`src/rtl/video_pkg.sv`:
```
// Shared video timing defaults and sync-bit indices for the scandoubler path.
package video_pkg;
    localparam int DEF_DIV    = 4;
    localparam int DEF_HCW    = 10;
    localparam int DEF_LCW    = 10;
    localparam int DEF_HMIN   = 600;
    localparam int DEF_HMAX   = 720;
    localparam int DEF_VMIN   = 250;
    localparam int DEF_VMAX   = 330;
    localparam int DEF_STABLE = 3;
    localparam bit DEF_EN     = 1'b1;

    // isync bit positions
    localparam int HS = 0;
    localparam int VS = 1;
endpackage

```
`src/rtl/scandoubler_ctrl_if.sv`:
```
// Sync/enable bundle between the video generator, the controller and the doubler.
interface scandoubler_ctrl_if #(
    parameter int HCW = 10,
    parameter int LCW = 10
);
    logic [1:0]     isync;
    logic           toggle;
    logic           ice;
    logic           oce;
    logic           enable;
    logic           locked;
    logic [HCW-1:0] hperiod;
    logic [LCW-1:0] vlines;

    // master: video source side; slave: the controller
    modport master (output isync, toggle,
                    input  ice, oce, enable, locked, hperiod, vlines);
    modport slave  (input  isync, toggle,
                    output ice, oce, enable, locked, hperiod, vlines);
endinterface

```
`src/rtl/ce_divider.sv`:
```
// Free-running divider producing one-clock ice (period DIV) and oce (period DIV/2).
module ce_divider #(
    parameter int DIV = 4
) (
    input  logic clock,
    input  logic reset,
    output logic ice,
    output logic oce
);
    localparam int CW = $clog2(DIV);
    localparam logic [CW-1:0] LAST = CW'(DIV - 1);
    localparam logic [CW-1:0] HALF = CW'(DIV / 2 - 1);

    logic [CW-1:0] cnt;

    always_ff @(posedge clock) begin
        if (reset) begin
            cnt <= '0;
            ice <= 1'b0;
            oce <= 1'b0;
        end else begin
            cnt <= (cnt == LAST) ? '0 : cnt + 1'b1;
            ice <= (cnt == LAST);
            oce <= (cnt == LAST) || (cnt == HALF);
        end
    end
endmodule

```
`src/rtl/scandoubler_ctrl.sv`:
```
// Scandoubler sequencer: pixel clock enables, line/frame measurement, lock
// detection and frame-aligned doubler enable.
module scandoubler_ctrl
    import video_pkg::*;
#(
    parameter int DIV        = DEF_DIV,
    parameter int HCW        = DEF_HCW,
    parameter int LCW        = DEF_LCW,
    parameter int HMIN       = DEF_HMIN,
    parameter int HMAX       = DEF_HMAX,
    parameter int VMIN       = DEF_VMIN,
    parameter int VMAX       = DEF_VMAX,
    parameter int STABLE     = DEF_STABLE,
    parameter bit EN_DEFAULT = DEF_EN
) (
    input logic               clock,
    input logic               reset,
    scandoubler_ctrl_if.slave bus
);
    localparam logic [HCW-1:0] H_LO = HCW'(HMIN);
    localparam logic [HCW-1:0] H_HI = HCW'(HMAX);
    localparam logic [LCW-1:0] V_LO = LCW'(VMIN);
    localparam logic [LCW-1:0] V_HI = LCW'(VMAX);
    localparam logic [2:0]     ST   = 3'(STABLE);

    logic           ice, oce;
    logic [1:0]     prev;
    logic [HCW-1:0] hcnt, hcnt_inc, hperiod;
    logic [LCW-1:0] lcnt, lcnt_inc, vlines;
    logic [2:0]     stable, stable_nx;
    logic           hs_rise, vs_rise, timeout, valid;
    logic           locked, locked_nx, enable, user_en;

    ce_divider #(.DIV(DIV)) u_div (
        .clock (clock),
        .reset (reset),
        .ice   (ice),
        .oce   (oce)
    );

    assign bus.ice     = ice;
    assign bus.oce     = oce;
    assign bus.enable  = enable;
    assign bus.locked  = locked;
    assign bus.hperiod = hperiod;
    assign bus.vlines  = vlines;

    always_comb begin
        hs_rise   = ice & ~prev[HS] & bus.isync[HS];
        vs_rise   = ice & ~prev[VS] & bus.isync[VS];
        hcnt_inc  = (hcnt == '1) ? hcnt : hcnt + 1'b1;
        lcnt_inc  = (lcnt == '1) ? lcnt : lcnt + 1'b1;
        timeout   = (hcnt == '1);
        // lcnt is the value vlines takes on this vsync tick
        valid     = (lcnt >= V_LO) && (lcnt <= V_HI) &&
                    (hperiod >= H_LO) && (hperiod <= H_HI);
        stable_nx = stable;
        if (vs_rise)
            stable_nx = valid ? ((stable == ST) ? stable : stable + 3'd1) : 3'd0;
        if (timeout)
            stable_nx = 3'd0;
        // rising lock lags one ice behind the counter; losing it is immediate
        locked_nx = (stable == ST) && (stable_nx == ST);
    end

    always_ff @(posedge clock) begin
        if (reset) begin
            prev    <= '0;
            hcnt    <= '0;
            lcnt    <= '0;
            hperiod <= '0;
            vlines  <= '0;
            stable  <= '0;
            locked  <= 1'b0;
            enable  <= 1'b0;
            user_en <= EN_DEFAULT;
        end else begin
            if (bus.toggle)
                user_en <= ~user_en;
            stable <= stable_nx;
            if (ice || timeout)
                locked <= locked_nx;
            if (timeout)
                enable <= 1'b0;
            else if (vs_rise)
                enable <= locked_nx & user_en;
            if (ice) begin
                prev <= bus.isync;
                if (hs_rise) begin
                    hperiod <= hcnt_inc;
                    hcnt    <= '0;
                end else begin
                    hcnt    <= hcnt_inc;
                end
                // a coincident hsync rise is the first line of the new frame
                if (vs_rise) begin
                    vlines <= lcnt;
                    lcnt   <= hs_rise ? LCW'(1) : '0;
                end else if (hs_rise) begin
                    lcnt   <= lcnt_inc;
                end
            end
        end
    end
endmodule
```
`src/flat_wrapper.sv`:
```
// flat-port wrapper written by rule: the top's interface ports become plain ports
module scandoubler_ctrl_flat import video_pkg::*;
#(
    parameter int DIV        = DEF_DIV,
    parameter int HCW        = DEF_HCW,
    parameter int LCW        = DEF_LCW,
    parameter int HMIN       = DEF_HMIN,
    parameter int HMAX       = DEF_HMAX,
    parameter int VMIN       = DEF_VMIN,
    parameter int VMAX       = DEF_VMAX,
    parameter int STABLE     = DEF_STABLE,
    parameter bit EN_DEFAULT = DEF_EN
)
  (clock, reset, bus_isync, bus_toggle, bus_ice, bus_oce, bus_enable, bus_locked, bus_hperiod, bus_vlines);
  scandoubler_ctrl_if #(.HCW(HCW), .LCW(LCW)) bus_i ();
  input logic clock;
  input logic reset;
  input wire logic [$bits(bus_i.isync)-1:0] bus_isync;
  input wire logic [$bits(bus_i.toggle)-1:0] bus_toggle;
  output wire logic [$bits(bus_i.ice)-1:0] bus_ice;
  output wire logic [$bits(bus_i.oce)-1:0] bus_oce;
  output wire logic [$bits(bus_i.enable)-1:0] bus_enable;
  output wire logic [$bits(bus_i.locked)-1:0] bus_locked;
  output wire logic [$bits(bus_i.hperiod)-1:0] bus_hperiod;
  output wire logic [$bits(bus_i.vlines)-1:0] bus_vlines;
  assign bus_i.isync = bus_isync;
  assign bus_i.toggle = bus_toggle;
  assign bus_ice = bus_i.ice;
  assign bus_oce = bus_i.oce;
  assign bus_enable = bus_i.enable;
  assign bus_locked = bus_i.locked;
  assign bus_hperiod = bus_i.hperiod;
  assign bus_vlines = bus_i.vlines;
  scandoubler_ctrl #(.DIV(DIV), .HCW(HCW), .LCW(LCW), .HMIN(HMIN), .HMAX(HMAX), .VMIN(VMIN), .VMAX(VMAX), .STABLE(STABLE), .EN_DEFAULT(EN_DEFAULT)) u_core (.clock(clock), .reset(reset), .bus(bus_i));
endmodule
```
`config.mk`:
```
export PLATFORM = sky130hd
export DESIGN_NAME = scandoubler_ctrl_flat
export DESIGN_NICKNAME = d
export VERILOG_FILES = /design/src/rtl/video_pkg.sv /design/src/rtl/scandoubler_ctrl_if.sv /design/src/rtl/ce_divider.sv /design/src/rtl/scandoubler_ctrl.sv /design/src/flat_wrapper.sv
export SDC_FILE = /design/constraint.sdc
export NUM_CORES = 1
export LEC_CHECK = 0
export CORE_MARGIN = 2
export CORE_UTILIZATION = 40
export DETAILED_ROUTE_END_ITERATION = 8
export SYNTH_ARGS = -nofsm -noshare
export SYNTH_HDL_FRONTEND = slang
export SYNTH_SLANG_ARGS = --single-unit
```
`constraint.sdc`:
```
create_clock -name clock -period 2.3 [get_ports clock]
set_input_delay 0.69 -clock clock [delete_from_list [all_inputs] [get_ports clock]]
set_output_delay 0.69 -clock clock [all_outputs]
set_load 0.03 [all_outputs]
```
; Word-level counts from Yosys, hierarchy flattened
; Index checks and enable logic that the tools add are counted.
; Widths: inputs -> output; s select.
[op_classes]
add_sub_neg = 4
n_mux = 10
div_mod_pow = 0
order_cmp = 4
n_shift = 0
bitwise_logic = 8
n_eq_ne = 7
mul = 0
n_reduce_logical = 12
[op_table]
columns = op, count
row1 = $mux 10, 5
row2 = $add 10x1->10 const B, 2
row3 = $eq 10x10->1 const B, 2
row4 = $mux 3, 4
row5 = $ge 10x10->1 const B, 1
row6 = $ge 10x8->1 const B, 1
row7 = $le 10x10->1 const B, 1
row8 = $le 10x9->1 const B, 1
row9 = $eq 3x2->1 const B, 2
row10 = $and 1x1->1, 5
row11 = $logic_and 1x1->1, 4
row12 = $reduce_and 2->1, 2
row13 = $reduce_or 2->1, 2
row14 = $add 3x1->3 const B, 1
row15 = $not 1->1, 3
row16 = $reduce_and 3->1, 1
row17 = $add 2x1->2 const B, 1
row18 = $eq 2x1->1 const B, 1
row19 = $eq 2x2->1 const B, 1
row20 = $logic_or 1x1->1, 2
row21 = $ne 2x1->1 const B, 1
row22 = $reduce_bool 2->1, 1
row23 = $mux 1, 1
[totals]
romBits = 0
regBits = 52
ramBits = 0
mem_count = 0
latchBits = 0

; Longest topological paths before layout
[logic_depth]
ltp_word = 10
mapped_depth = 7
ltp_nobuf = 7

; Modules after synthesis
; From an unflattened synthesis, not the netlist that was laid out.
[unflattened]
cells_unflattened = 296
area_unflattened_um2 = 2516.2
[modules_own_cells]
columns = mod, cells_each, area_per_inst_um2, instances, seq_area_each_um2
row1 = scandoubler_ctrl, 285, 2378.5, 1, 960.9
row2 = ce_divider, 11, 137.6, 1, 80.1

; Least setup slack after synthesis
; No wires, ideal clock.
[synth_timing]
path_type = register to register
from = register u_core.hperiod[9] (netlist: u_core.bus.hperiod[9])
to = register u_core.locked (netlist: u_core.bus.locked)
arrival_ns = 1.731
path_stages_with_launch = 6
setup_slack_ns = 0.469
setup_ns = 0.100
period_less_slack_ns = 1.831
cell_sequence = dfxtp_1 -> inv_1 -> a2111oi_4 -> nor4b_4 -> a21oi_2 -> a2111oi_4
[synth_between]
elab_chain_len = 8
[synth_lines]
columns = item, line_no
row1 = "start, declared", scandoubler_ctrl.sv:28  ; logic [HCW-1:0] hcnt, hcnt_inc, hperiod;
row2 = "start signal, assigned", scandoubler_ctrl.sv:90  ; hperiod <= hcnt_inc;
row3 = $ge 10x10->1, scandoubler_ctrl.sv:56  ; (hperiod >= H_LO) && (hperiod <= H_HI);
row4 = $logic_and 1x1->1, scandoubler_ctrl.sv:55  ; valid = (lcnt >= V_LO) && (lcnt <= V_HI) &&
row5 = $logic_and 1x1->1 *, scandoubler_ctrl.sv:56
row6 = $mux 3 *, scandoubler_ctrl.sv:59  ; stable_nx = valid ? ((stable == ST) ? stable : stable + 3'd1) : 3'd0;
row7 = $mux 3 *, scandoubler_ctrl.sv:58  ; if (vs_rise)
row8 = $mux 3 *, scandoubler_ctrl.sv:60  ; if (timeout)
row9 = $eq 3x2->1 *, scandoubler_ctrl.sv:63  ; locked_nx = (stable == ST) && (stable_nx == ST);
row10 = $logic_and 1x1->1 *, scandoubler_ctrl.sv:63
row11 = "end signal, assigned", scandoubler_ctrl.sv:82  ; locked <= locked_nx;
row12 = "end, declared", scandoubler_ctrl.sv:32  ; logic locked, locked_nx, enable, user_en;
; Every way passes the cells marked *; elsewhere a longest branch is shown, timed or not.
; A chain may end at the register's enable or synchronous reset.

; Final worst setup path
[layout_timing]
from = register u_core.hperiod[6] (netlist: u_core.bus.hperiod[6])
to = output bus_hperiod[6]
[layout_rtl]
columns = item, line_no
row1 = "end, declared", flat_wrapper.sv:24  ; output wire logic [$bits(bus_i.hperiod)-1:0] bus_hperiod;
; No word-level cell between the ends.

==> results.ini <==
[detailed_routing]
wl_met2_um = 2442
wl_per_cell_um = 13.43
first_pass_iters = 4
wl_met1_um = 2737
drtIter0Drc = 69
route.met3.wl_um = 142
drc = 0
dr_total_vias = 2134
drt-total-wl_um = 5387
viasPerCell = 5.322
drtAntennaViolNets = 0
top_layer_used = met4

[synth]
synth-seq-cells = 52
synth_area_leaders = dfxtp_1 41%, nand2_1 5.5%, nor2_1 5.2%
syn_area_sq_mm = 0.002536
ys_top_cells_by_count = 52 x dfxtp_1, 37 x nand2_1, 35 x nor2_1, 21 x a21oi_1, 11 x nor3_1
synth_edf_count = 0
yosysWarnings = 0
avgSynthCellArea_sq_um = 8.568
synthArstFlopShare_pct = 0
ys_types = 50
syn-num-nets = 307
ys.flop_type = dfxtp_1
synth_seq_area_share_pct = 41.05
syn_inst = 296
synth_area_leader_cell = dfxtp_1
synth_top_area_share_pct = 41.05
synth.most_common_cell = dfxtp_1

[timing]
holdWs_ns = 0.4591
finalHoldViolCount = 0
fmax_mhz = 468.3
setup-violations-final = 0
period_minus_slack_ns = 2.135
finalSetupTns_ns = 0
tightest_slew_ns = 0.5330
period_share_pct = 92.84
rsz0062_at_grt = false
slew_headroom_pct = 64.31
clock_skew_ns = 0.008798
drv_slew = 0

[floorplan]
die_area_sq_mm = 0.006993
die_h_um = 83.63
die_w_um = 83.63
ios = 29
num_rows = 29
start_util_pct = 40.64
coreArea_sq_mm = 0.006241

[worst_setup_path]
critical_path_class = reg2out
crit_required_ns = 1.61
crit_chain = clkdlybuf4s50_1
critical_path.top_delay_family = buffers and inverters
arrival_ns = 1.45
slowest_delay_ns = 0.71
crit_slowest_cell = clkdlybuf4s50_1
crit_buf_inv = 1
critPathLaunchType = flip-flop
r2r_setup_slack_ns = 0.38
end_kind = primary output
critPathMaxFanout = 5

[clocking]
cts_tree = built
path_clk_slew_ns = 0.09
htreeDepth = 2
post_cts_hold_buffer_count = 0
cts_root_buf = clkbuf_8
cts_setup_buffers = 0
clock_latency_ns = 0.30
numCtsBuffers = 5
cts.sinks = 52
clockBufferDepth = 2
ctsResizeCount = 0

[finish]
area_delta_synth_final_pct = 18.35
finalNetCount = 334
fin_util_pct = 48.10
drive_gt1_share_pct = 8.642
fin_area_sq_mm = 0.003002
antenna_cells = 0

[run]
max-cap-violations = 0

[grt]
overflow = 0
grt_max_degree = 28
antenna_found_initial = 0
grt_pass1_vias = 1942
grt_pass1_wl_um = 9080
grt_use_total_pct = 15.77

[status]
status = completed

[placed_design]
portBuffers = 28
place.gp.congestion = 0.8478
placed_area_sq_mm = 0.002894
dp_hpwl_um = 3936

[min_path]
hp-class = reg2reg

[power]
irDropWorstVdd_v = 0.0003538
power.leakage_nw = 0.9638
powerDensity_mw_per_mm2 = 547.3

-- state kept, by name, summed over array words and instances, names as in the netlist --
name and count:
u_core.bus.hperiod 10, u_core.bus.vlines 10, u_core.hcnt 10, u_core.lcnt 10
u_core.stable 3, u_core.prev 2, u_core.u_div.cnt 2, u_core.bus.enable 1
u_core.bus.locked 1, u_core.u_div.ice 1, u_core.u_div.oce 1, u_core.user_en 1
-- power by group --
| part | leakage, nW | switching (mW) | internal, mW | total, mW |
|---|---|---|---|---|
| combinational | 0.489 | 0.0590 | 0.0413 | 0.100 |
| clock | 0.0552 | 0.294 | 0.323 | 0.618 |
| sequential | 0.420 | 0.0108 | 0.914 | 0.925 |
| total | 0.964 | 0.364 | 1.28 | 1.64 |
-- path summary, 6_finish.rpt --
kind / startpoint / endpoint / depth (start not counted)
worst min register to register: u_core.bus.vlines[6]$_SDFFE_PP0P_ / u_core.bus.vlines[6]$_SDFFE_PP0P_ / 2
worst min-delay path: u_core.bus.vlines[6]$_SDFFE_PP0P_ / u_core.bus.vlines[6]$_SDFFE_PP0P_ / 2
worst max-delay path: u_core.bus.hperiod[6]$_SDFFE_PP0P_ / bus_hperiod[6] / 1
worst max register to register: u_core.lcnt[1]$_SDFFE_PP0P_ / u_core.bus.locked$_SDFFE_PP0P_ / 6
-- layout by cell type (no fill, tap or decap), types with 6 or more instances in the layout --
cell type,n
a211oi_1,10
a21oi_1,21
buf_4,9
clkdlybuf4s50_1,28
dfxtp_1,52
ha_1,6
inv_1,10
mux2i_1,6
nand2_1,37
nand3_1,10
nand4_1,6
nor2_1,35
nor3_1,11
o21ai_0,8
xnor2_1,8
-- stage by stage --
step	power [mW]	setup slack [ns]	instances
finish	1.643	0.1647	401
detailed placement	1.047	0.06560	393
floorplan	1.009	0.4691	296
CTS	1.665	0.1596	401
global placement	1.046	0.09663	393
global route	1.712	0.1217	401
-- metal layers --
layer,track usage (%),vias to the layer above
li1,-,1104
met1,21.03,1000
met2,25.82,24
met3,3.363,6
met4,4.399,0
met5,0,-
-- area by class of cell --
class	count	area, sq um
Sequential cell	52	1041
Timing Repair Buffer	37	347.8
Fill cell	636	3239
Clock inverter	2	35.03
Clock buffer	6	72.57
Tap cell	77	96.34
Multi-Input combinational cell	217	1371
Inverter	10	37.54
-- tightest hold or removal path, cell delays in order (launching register included) --
cell,delay [ns]
dfxtp_1,0.32
nand2_1,0.05
a21oi_1,0.05
-- cells by family after synthesis --
group,Yosys count,share of synthesized area (%)
buffers and inverters,27,4.885
flip-flops,52,41.05
multiplexers,7,2.812
AO/OA/AOI/OAI,66,18.89
AND/OR/NAND/NOR,125,24.91
XOR/XNOR,13,4.489
adder cells (fa/ha/maj),6,2.960
Note: power is estimated with default switching activity, not from simulation.
